<file path="src/rtl/serial_deserializer_if.sv">
// Serial capture bundle: serial input controls plus parallel word output.
// master drives ena/start/bit_valid/bit_in; slave returns busy/count/word.
interface serial_deserializer_if #(
  parameter int N = 8
);
  localparam int CW = $clog2(N + 1);

  logic          ena;
  logic          start;
  logic          bit_valid;
  logic          bit_in;
  logic          busy;
  logic [CW-1:0] bit_count;
  logic [N-1:0]  data_out;
  logic          data_valid;

  modport master (
    output ena, start, bit_valid, bit_in,
    input  busy, bit_count, data_out, data_valid
  );

  modport slave (
    input  ena, start, bit_valid, bit_in,
    output busy, bit_count, data_out, data_valid
  );
endinterface

</file>
<file path="src/rtl/serial_deserializer.sv">
// Serial-in/parallel-out capture: N qualified bits after start -> word + pulse.
// Ports: clk, rst (sync, active high), bus (slave side of serial_deserializer_if).
module serial_deserializer #(
  parameter int N         = 8,
  parameter bit MSB_FIRST = 1'b1
) (
  input logic                 clk,
  input logic                 rst,
  serial_deserializer_if.slave bus
);
  localparam int CW = $clog2(N + 1);

  typedef enum logic {S_IDLE, S_SHIFT} state_t;

  state_t        state;
  state_t        state_nx;
  logic [N-1:0]  sr;
  logic [N-1:0]  sr_sh;
  logic [CW-1:0] cnt;
  logic [N-1:0]  word;
  logic          dv;
  logic          fire;
  logic          done;

  // A bit is taken only in S_SHIFT; start always outranks it.
  assign fire = bus.ena & ~bus.start & bus.bit_valid
              & (state == S_SHIFT);
  assign done = fire & (cnt == CW'(N - 1));

  assign sr_sh = MSB_FIRST ? {sr[N-2:0], bus.bit_in}
                           : {bus.bit_in, sr[N-1:1]};

  always_ff @(posedge clk) begin
    if (rst) begin
      state <= S_IDLE;
    end else begin
      state <= state_nx;
    end
  end

  always_comb begin
    state_nx = state;
    if (bus.ena) begin
      unique case (state)
        S_IDLE:  if (bus.start) state_nx = S_SHIFT;
        S_SHIFT: begin
          if (bus.start)  state_nx = S_SHIFT;
          else if (done)  state_nx = S_IDLE;
        end
        default: state_nx = S_IDLE;
      endcase
    end
  end

  always_ff @(posedge clk) begin
    if (rst) begin
      sr   <= '0;
      cnt  <= '0;
      word <= '0;
      dv   <= 1'b0;
    end else begin
      // done already carries ena, so a pulse never stretches.
      dv <= done;
      if (bus.ena) begin
        if (bus.start) begin
          sr  <= '0;
          cnt <= '0;
        end else if (fire) begin
          sr <= sr_sh;
          if (done) begin
            word <= sr_sh;
            cnt  <= '0;
          end else begin
            cnt <= cnt + CW'(1);
          end
        end
      end
    end
  end

  always_comb begin
    bus.busy       = (state == S_SHIFT);
    bus.bit_count  = cnt;
    bus.data_out   = word;
    bus.data_valid = dv;
  end
endmodule

</file>
<file path="src/flat_wrapper.sv">
// flat-port wrapper written by rule: the top's interface ports become plain ports
module serial_deserializer_flat 
#(
  parameter int N         = 8,
  parameter bit MSB_FIRST = 1'b1
)
  (clk, rst, bus_ena, bus_start, bus_bit_valid, bus_bit_in, bus_busy, bus_bit_count, bus_data_out, bus_data_valid);
  serial_deserializer_if #(.N(N)) bus_i ();
  input logic clk;
  input logic rst;
  input wire logic [$bits(bus_i.ena)-1:0] bus_ena;
  input wire logic [$bits(bus_i.start)-1:0] bus_start;
  input wire logic [$bits(bus_i.bit_valid)-1:0] bus_bit_valid;
  input wire logic [$bits(bus_i.bit_in)-1:0] bus_bit_in;
  output wire logic [$bits(bus_i.busy)-1:0] bus_busy;
  output wire logic [$bits(bus_i.bit_count)-1:0] bus_bit_count;
  output wire logic [$bits(bus_i.data_out)-1:0] bus_data_out;
  output wire logic [$bits(bus_i.data_valid)-1:0] bus_data_valid;
  assign bus_i.ena = bus_ena;
  assign bus_i.start = bus_start;
  assign bus_i.bit_valid = bus_bit_valid;
  assign bus_i.bit_in = bus_bit_in;
  assign bus_busy = bus_i.busy;
  assign bus_bit_count = bus_i.bit_count;
  assign bus_data_out = bus_i.data_out;
  assign bus_data_valid = bus_i.data_valid;
  serial_deserializer #(.N(N), .MSB_FIRST(MSB_FIRST)) u_core (.clk(clk), .rst(rst), .bus(bus_i));
endmodule
</file>
<file path="config.mk">
export PLATFORM = sky130hd
export DESIGN_NAME = serial_deserializer_flat
export DESIGN_NICKNAME = d
export VERILOG_FILES = /design/src/rtl/serial_deserializer_if.sv /design/src/rtl/serial_deserializer.sv /design/src/flat_wrapper.sv
export SDC_FILE = /design/constraint.sdc
export NUM_CORES = 1
export LEC_CHECK = 0
export ABC_AREA = 1
export BUFFER_PORTS_ARGS = -buffer_cell sky130_fd_sc_hd__buf_4
export CAP_MARGIN = 10
export CELL_PAD_IN_SITES_DETAIL_PLACEMENT = 0
export CELL_PAD_IN_SITES_GLOBAL_PLACEMENT = 1
export CORE_UTILIZATION = 40
export CTS_BUF_LIST = sky130_fd_sc_hd__clkbuf_16
export DETAILED_ROUTE_END_ITERATION = 12
export PLACE_DENSITY_LB_ADDON = 0.1
export SETUP_SLACK_MARGIN = 0.15
export SYNTH_ARGS = -nofsm -noshare
export SYNTH_HDL_FRONTEND = slang
export SYNTH_SLANG_ARGS = --single-unit
</file>
<file path="constraint.sdc">
create_clock -name clk -period 2.4 [get_ports clk]
set_input_delay 0.24 -clock clk [delete_from_list [all_inputs] [get_ports clk]]
set_output_delay 0.24 -clock clk [all_outputs]
set_load 0.02 [all_outputs]
</file>
==> results.md, run 1 <==
* Status: complete, no violations
* Required time of the critical path at 2540 ps
* Routed len/inst at 11.1 um
* Max IR drop VDD at 0.414 mV
* First-pass GRT wire length at 2820 um
* Flop pwr share at 48.2%
* FP Rows at 16
* Setup crit end kind: register
* Dpl cell area at 1030 sq um
* Register area share after synthesis at 47.0%
* Clk pin slew, worst setup/hold paths at 50 ps
* Clk pwr share at 46.4%
* DIE HEIGHT at 49.3 um
* Final Setup Violations at 0
* DR pass1 iterations at 4
* Setup CP Type: reg2reg
* Final Cell Area at 1110 sq um
* # hold bufs at CTS at 0
* # nets final at 137
* GRT Total Usage at 15.5%
* TritonCTS Buffers at 3
* Area Growth Syn to Fin at 24.3%
* Setup TNS at 0 ps
* Hold path depth at 2
* Worst-path fanout max at 10
* Final Hold Fails at 0
* Setup ws final at 1050 ps
* H-tree levels at 1
* Power density cells at 661 nW/um^2
* Dpl ws at 1060 ps
* Gpl congestion at 0.761
* Clock root buffer: clkbuf_16
* Initial core utilization at 44.2%
* Worst hold path class: in2reg
* Startpoint class of the critical path: register
* Synth cell types at 17
* Most frequent cells in the layout: nand2_1, dfxtp_1, nand3_1, buf_4
* Fmax at 743 MHz
* Synthesized cell area at 895 sq um
* #FFs+latches synth at 21
* Most common cell after layout, fill and taps aside: nand2_1
* Post-synth top area share at 47.0%
* Global route overflow at 0
* Post-synth top area cell: dfxtp_1
* Via/cell ratio at 4.87
* Cells after Synth at 111
* CORE AREA at 2020 sq um
* Mapped Avg Cell Area at 8.06 sq um
* Worst r2r path cells at 6
* Max Cap Viol at 0
* Dpl hpwl at 1200 um
* Clock Latency Late Sink at 250 ps
* DRC at 0
* Initial antenna violation count at 0
* Ratio of cells with drive above 1 in the final layout at 24.0%
* Post-Route Utilization at 55.0%
* Internal power at 587 uW
* TritonCTS Sinks at 21
* Post-CTS setup buffer count at 0
* Slew Viols, Final at 0
* Vias in the first global route at 611
* Detailed-route via count at 759
* Clk_skew at 2.48 ps
* Synth warn at 0
* Worst-Margin Slew at 389 ps
* Fin Hold WS at 232 ps
* Die area at 2430 sq um
* Drt first-iter violations at 13
* PortBufs at 19
* Maximum clock path buffer count at 2
* Antenna-violating nets left at 0
* Synth Net Count at 118
* Combinational power share at 5.4%
* Top post-synthesis cells by area: dfxtp_1, nand2_1, nand3_1, nand4_1, a21oi_1
* RSZ-0062 raised after global routing: no
* Slew headroom at 74.0%
* Drt total wl at 1740 um
* Final period util at 56.1%
* # diodes at 0
* Width of the die at 49.3 um
* Sw Share at 20.2%
* Post-CTS Resized at 0
* Final min period at 1350 ps
* CTS tree: done
* Largest net degree at the start of global routing at 19
* CP arrival at 1490 ps
* Leakage at 0.000501 uW
* NetSw at 148 uW
* # IOs at 20
flip-flops by register name, indices dropped and copies added (netlist names):
signal,flops
u_core.bus.busy,1
u_core.bus.data_out,8
u_core.sr,7
u_core.bus.data_valid,1
u_core.bus.bit_count,4
synth_stat cells, drive strengths merged:
| library cell | n |
|---|---|
| nand3 | 20 |
| inv | 6 |
| dfxtp | 21 |
| nor2 | 10 |
| buf | 5 |
| nand2 | 30 |
| a21oi | 10 |
| ha | 1 |
| nand4 | 8 |
power groups by stage:
| stage | registers [uW] | clock network (uW) | logic [uW] |
|---|---|---|---|
| 2_1_floorplan | 364 | 0 | 23.8 |
| 5_1_grt | 354 | 366 | 43.7 |
| 3_3_place_gp | 361 | 0 | 40.1 |
| 6_report | 354 | 341 | 39.9 |
| 3_5_place_dp | 362 | 0 | 39.9 |
| 4_1_cts | 354 | 351 | 40.0 |
per-stage QoR:
step / power (uW) / cells
floorplan: 388 / 111
CTS: 745 / 156
global route: 764 / 156
global placement: 401 / 152
finish: 735 / 156
detailed placement: 402 / 152
cells by family after synthesis:
family,Yosys count,share of synthesized area [%]
AO/OA/AOI/OAI,10,6.43
adder cells (fa/ha/maj),1,1.40
buffers and inverters,11,6.71
flip-flops,21,47.0
AND/OR/NAND/NOR,68,38.5
layout make-up:
type | count | area (sq um)
fill | 204 | 910
multi-input combinational | 79 | 414
clock inverter | 1 | 3.75
sequential | 21 | 420
inverter | 6 | 22.5
tap | 27 | 33.8
timing repair buffer | 19 | 143
clock buffer | 3 | 75.1
critical path, cell delays in order, from the launching register on:
cell	delay [ps]
dfxtp_1	390
ha_1	210
nand2_1	110
nor2_4	200
nand2_2	160
nand3_1	110
nand2_1	50
path summary, 6_finish.rpt:
check,start,endpoint,slack (ps)
setup / recovery,u_core.bus.bit_count[0],u_core.bus.data_out[3],1050
setup reg to reg,u_core.bus.bit_count[0],u_core.bus.data_out[3],1050
hold reg to reg,u_core.bus.data_out[5],u_core.bus.data_out[5],470
hold / removal,rst,u_core.bus.bit_count[1],230
metal layers:
metal	share of wire, %	track usage, %	vias to the layer above
li1	-	-	411
met5	0	0	-
met3	4.0	2.80	4
met1	52	22.4	327
met2	41	19.9	17
met4	2.9	11.8	0
No activity file was read; power rests on OpenSTA's default activity.
==> inputs of run 2 (changes only) <==
Settings changed: CORE_UTILIZATION 40 to 37.
Clock period 2.4 ns to 1.35 ns, I/O delays scaled along.
==> results.md, run 2 (same netlist as run 1, synthesis figures left out) <==
* Status: complete, no violations
* # diodes at 0 (unchanged)
* Combinational power share at 6.5% (+1.1 points)
* DIE HEIGHT at 51.2 um (+3.8%)
* Final Setup Violations at 0 (unchanged)
* Worst-path fanout max at 7 (-3)
* CP arrival at 1380 ps (-110 ps)
* DRC at 0 (unchanged)
* Internal power at 1060 uW (+80%)
* Setup crit end kind: register
* Dpl hpwl at 1300 um (+8.7%)
* First-pass GRT wire length at 3130 um (+11%)
* Slew Viols, Final at 0 (unchanged)
* Drt total wl at 1990 um (+15%)
* CTS tree: done
* CORE AREA at 2250 sq um (+12%)
* Clock root buffer: clkbuf_16
* # IOs at 20 (unchanged)
* Fmax at 849 MHz (+14%)
* Vias in the first global route at 773 (+27%)
* Max Cap Viol at 0 (unchanged)
* Setup CP Type: reg2reg
* RR Endpoint: u_core.bus.data_out[5]
* Reg-to-Reg Start: u_core.bus.bit_count[1]
* Required time of the critical path at 1550 ps (-990 ps)
* Clock Latency Late Sink at 250 ps (about the same)
* Global route overflow at 0 (unchanged)
* Reg2Reg Setup Slack at 170 ps (-880 ps)
* Die area at 2620 sq um (+7.8%)
* Startpoint class of the critical path: register
* Dpl ws at 104 ps (-953 ps)
* Post-Route Utilization at 55.8% (+0.81 points)
* Drt first-iter violations at 7 (-6)
* Most common cell after layout, fill and taps aside: nand2_1
* Setup TNS at 0 ps (unchanged)
* Post-route insts no fill at 167 (+7.1%)
* Hold path start: rst
* H-tree levels at 1 (unchanged)
* Slew headroom at 83.9% (+9.9 points)
* TritonCTS Buffers at 3 (unchanged)
* FP Rows at 17 (+1)
* Final min period at 1180 ps (-168 ps)
* Maximum clock path buffer count at 2 (unchanged)
* PortBufs at 19 (unchanged)
* # hold bufs at CTS at 0 (unchanged)
* Max IR drop VDD at 0.787 mV (+90%)
* Hold path depth at 2 (unchanged)
* Area Growth Syn to Fin at 40.7%
* NetSw at 286 uW (+93%)
* Worst-Margin Slew at 241 ps (-148 ps)
* RSZ-0062 raised after global routing: yes
* Worst r2r path cells at 6 (unchanged)
* Power density cells at 1070 nW/um^2 (+61%)
* TritonCTS Sinks at 21 (unchanged)
* Final Hold Fails at 0 (unchanged)
* Sw Share at 21.3% (+1.1 points)
* Width of the die at 51.2 um (+3.8%)
* Clk pin slew, worst setup/hold paths at 60 ps (about the same)
* Fin Hold WS at 119 ps (-112 ps)
* Initial core utilization at 39.7% (-4.6 points)
* Final period util at 87.2% (+31 points)
* Clk_skew at 1.14 ps (-1.34 ps)
* Leakage at 0.000584 uW (+16%)
* # nets final at 147 (+7.3%)
* Gpl congestion at 0.714 (-6.2%)
* Initial antenna violation count at 0 (unchanged)
* Setup ws final at 172 ps (-882 ps)
* Largest net degree at the start of global routing at 18 (-1)
* Max reg flops at 8 (unchanged)
* Routed len/inst at 11.9 um (+7.2%)
* Worst hold path class: in2reg
* Min-Delay Endpoint: u_core.bus.bit_count[1]
* Post-Place Cells at 156 (+2.6%)
* Most frequent cells in the layout: nand2_1, buf_4, nand3_1, dfxtp_1
* GRT Total Usage at 16.2% (+0.68 points)
* Antenna-violating nets left at 0 (unchanged)
* DR pass1 iterations at 4 (unchanged)
* Detailed-route via count at 843 (+11%)
* Flop pwr share at 46.7% (-1.5 points)
* Ratio of cells with drive above 1 in the final layout at 33.1% (+9.1 points)
* Clk pwr share at 46.9% (+0.5 points)
* Via/cell ratio at 5.05 (+3.8%)
## run 2: per-layer routing
metal	GRT usage [%]	wire, um
met1	17.9	851
met2	28.1	1030
met3	3.27	71
met4	9.72	43
met5	0	0
## run 2: area by class of cell
| cell class | instances | area, sq um |
|---|---|---|
| Multi-Input combinational cell | 80 | 445 |
| Clock buffer | 3 | 75.1 |
| Sequential cell | 21 | 428 |
| Tap cell | 28 | 35.0 |
| Fill cell | 229 | 996 |
| Clock inverter | 1 | 5.00 |
| Inverter | 6 | 22.5 |
| Timing Repair Buffer | 28 | 248 |
## run 2: repair_timing
item                       4_1_cts  5_1_grt
cloned                           0        1
setup buffers                    1        5
resized for setup                0        2
pin swaps                        1        7
setup endpoints to repair        9        9
## run 2: per-stage QoR
step / power (uW) / instance area, sq um
global placement: 718 / 1070
floorplan: 687 / 912
finish: 1340 / 1260
global route: 1390 / 1260
CTS: 1350 / 1170
detailed placement: 719 / 1070
## run 2: power groups by stage
stage | sequential (uW) | clock (uW) | combinational, uW
finish | 626 | 628 | 86.6
CTS | 627 | 642 | 78.6
global placement | 640 | 0 | 77.8
global route | 626 | 671 | 96.5
floorplan | 645 | 0 | 42.5
detailed placement | 641 | 0 | 78.6
## run 2: critical path, stage by stage, from the launching register on
cell,delay [ps]
dfxtp_4,360
ha_4,160
nand2_4,60
nor2_4,210
buf_12,140
nand4_1,100
nand2_1,90
## run 2: how the worst max path moves through the flow
stage | from | end | cells past startpoint
after floorplan | u_core.bus.bit_count[0] | u_core.bus.data_out[0] | 6
after global placement | u_core.bus.bit_count[0] | u_core.bus.data_out[0] | 6
after detailed placement | u_core.bus.bit_count[0] | u_core.bus.data_out[3] | 6
after CTS | u_core.bus.bit_count[0] | u_core.bus.data_out[5] | 6
after global routing | u_core.bus.bit_count[1] | u_core.bus.data_out[6] | 6
final | u_core.bus.bit_count[1] | u_core.bus.data_out[5] | 6
==> inputs of run 3 (changes only) <==
Settings changed: RECOVER_POWER set to 25.
==> results.md, run 3 (same netlist as run 1, synthesis figures left out) <==
* TritonCTS Sinks at 21 (unchanged)
* Setup crit end kind: register
* Worst-path fanout max at 7 (unchanged)
* Status: complete, no violations
* Setup CP Type: reg2reg
* Area of the multi-input gates at 445 sq um (unchanged)
* Final Cell Area at 1230 sq um (-2.4%)
* Clock Latency Late Sink at 250 ps (about the same)
* Required time of the critical path at 1550 ps (about the same)
* RSZ-0062 raised after global routing: yes
* H-tree levels at 1 (unchanged)
* Most frequent cells in the layout: nand2_1, nand3_1, dfxtp_1
* DRC at 0 (unchanged)
* Setup TNS at 0 ps (unchanged)
* # IOs at 20 (unchanged)
* Initial antenna violation count at 0 (unchanged)
* Post-route insts no fill at 167 (unchanged)
* PortBufs at 19 (unchanged)
* Max Cap Viol at 0 (unchanged)
* Dpl hpwl at 1300 um (unchanged)
* Reg-to-Reg Start: u_core.bus.bit_count[1]
* Clk pin slew, worst setup/hold paths at 60 ps (about the same)
* Detailed-route via count at 843 (unchanged)
* Clk_skew at 1.03 ps (-0.105 ps)
* # nets final at 147 (unchanged)
* Gpl congestion at 0.714 (unchanged)
* First-pass GRT wire length at 3130 um (unchanged)
* TritonCTS Buffers at 3 (unchanged)
* Worst-Margin Slew at 255 ps (+13.8 ps)
* Max reg flops at 8 (unchanged)
* Reg2Reg Setup Slack at 170 ps (about the same)
* Initial core utilization at 39.7% (unchanged)
* Final Setup Violations at 0 (unchanged)
* Final period util at 87.2% (about the same)
* Area Growth Syn to Fin at 37.3%
* Worst hold path class: in2reg
* FP Rows at 17 (unchanged)
* Hold path depth at 2 (unchanged)
* Pwr Total at 1340 uW (-0.23%)
* Via/cell ratio at 5.05 (unchanged)
* Drt total wl at 1980 um (-0.45%)
* DR pass1 iterations at 4 (unchanged)
* Drt first-iter violations at 9 (+2)
* Worst r2r path cells at 6 (unchanged)
* # diodes at 0 (unchanged)
* Max IR drop VDD at 0.787 mV (about the same)
* GRT Total Usage at 16.2% (unchanged)
* Hold path start: rst
* Antenna-violating nets left at 0 (unchanged)
* Width of the die at 51.2 um (unchanged)
* CP arrival at 1370 ps (about the same)
* RR Endpoint: u_core.bus.data_out[5]
* Vias in the first global route at 773 (unchanged)
* Dpl cell area at 1070 sq um (unchanged)
* Fillcell total at 233 (+1.7%)
* Maximum clock path buffer count at 2 (unchanged)
* CTS tree: done
* Startpoint class of the critical path: register
* Clock root buffer: clkbuf_16
* Largest net degree at the start of global routing at 18 (unchanged)
* Routed len/inst at 11.9 um (-0.45%)
* Die area at 2620 sq um (unchanged)
* Register Area at 428 sq um (unchanged)
* Slew headroom at 83.1% (-0.82 points)
* Slew Viols, Final at 0 (unchanged)
* Leakage at 0.000549 uW (-5.9%)
* Ratio of cells with drive above 1 in the final layout at 27.3% (-5.8 points)
* Final Hold Fails at 0 (unchanged)
* Post-Place Cells at 156 (unchanged)
* Power density cells at 1090 nW/um^2 (+2.2%)
* Global route overflow at 0 (unchanged)
* Most common cell after layout, fill and taps aside: nand2_1
* Fmax at 850 MHz (about the same)
* Final min period at 1180 ps (-0.377 ps)
* DIE HEIGHT at 51.2 um (unchanged)
* Min-Delay Endpoint: u_core.bus.bit_count[1]
* CORE AREA at 2250 sq um (unchanged)
==> run 3: cell types whose count changed in the layout (fill, tap and decap cells not counted), sizes merged <==
cell and change:
buf -8, clkbuf +8
==> run 3: where the power goes <==
part           internal, uW  switching, uW  leakage [uW]
registers               622           4.53      0.000171
logic                  35.6           50.9      0.000338
clock network           398            228     0.0000409
==> run 3: cell type report <==
class                           instances  area share (%)
Timing Repair Buffer                   28            17.7
Tap cell                               28            2.85
Inverter                                6            1.83
Sequential cell                        21            34.8
Clock inverter                          1           0.407
Clock buffer                            3            6.11
Multi-Input combinational cell         80            36.3
==> run 3: what timing repair did <==
action	CTS	global route
gates cloned	0	1
pin swaps	1	7
gates resized for setup	0	2
setup buffers	1	5
hold buffers	0	0
setup endpoints to repair	9	9
==> run 3: metal layers <==
layer  vias up  global-route usage, %  part of all wire [%]
met3         4                   3.27                   3.6
met2        17                   28.1                    52
met4         0                   9.72                   1.6
met5         -                      0                     0
li1        429                      -                     -
met1       393                   17.9                    43
==> run 3: how the worst max path moves through the flow <==
stage | startpoint | end | slack, ps | cells past startpoint
5_1_grt | u_core.bus.bit_count[1] | u_core.bus.data_out[6] | 100 | 6
3_5_place_dp | u_core.bus.bit_count[0] | u_core.bus.data_out[3] | 100 | 6
2_1_floorplan | u_core.bus.bit_count[0] | u_core.bus.data_out[0] | 160 | 6
4_1_cts | u_core.bus.bit_count[0] | u_core.bus.data_out[5] | 150 | 6
6_report | u_core.bus.bit_count[1] | u_core.bus.data_out[5] | 170 | 6
3_3_place_gp | u_core.bus.bit_count[0] | u_core.bus.data_out[0] | 130 | 6
==> run 3: critical path, cell delays in order (launching register included) <==
cell     delay (ps)
dfxtp_4         360
ha_4            160
nand2_4          60
nor2_4          210
buf_12          140
nand4_1         100
nand2_1          90
==> run 3: per-stage QoR <==
step | hold slack (ps) | setup WS (ps) | util [%]
after CTS | 119 | 151 | 52.1
after global routing | 127 | 103 | 54.5
after detailed placement | 387 | 104 | 47.7
after floorplan | 278 | 159 | -
final | 121 | 173 | 54.5
after global placement | 380 | 133 | 47.7
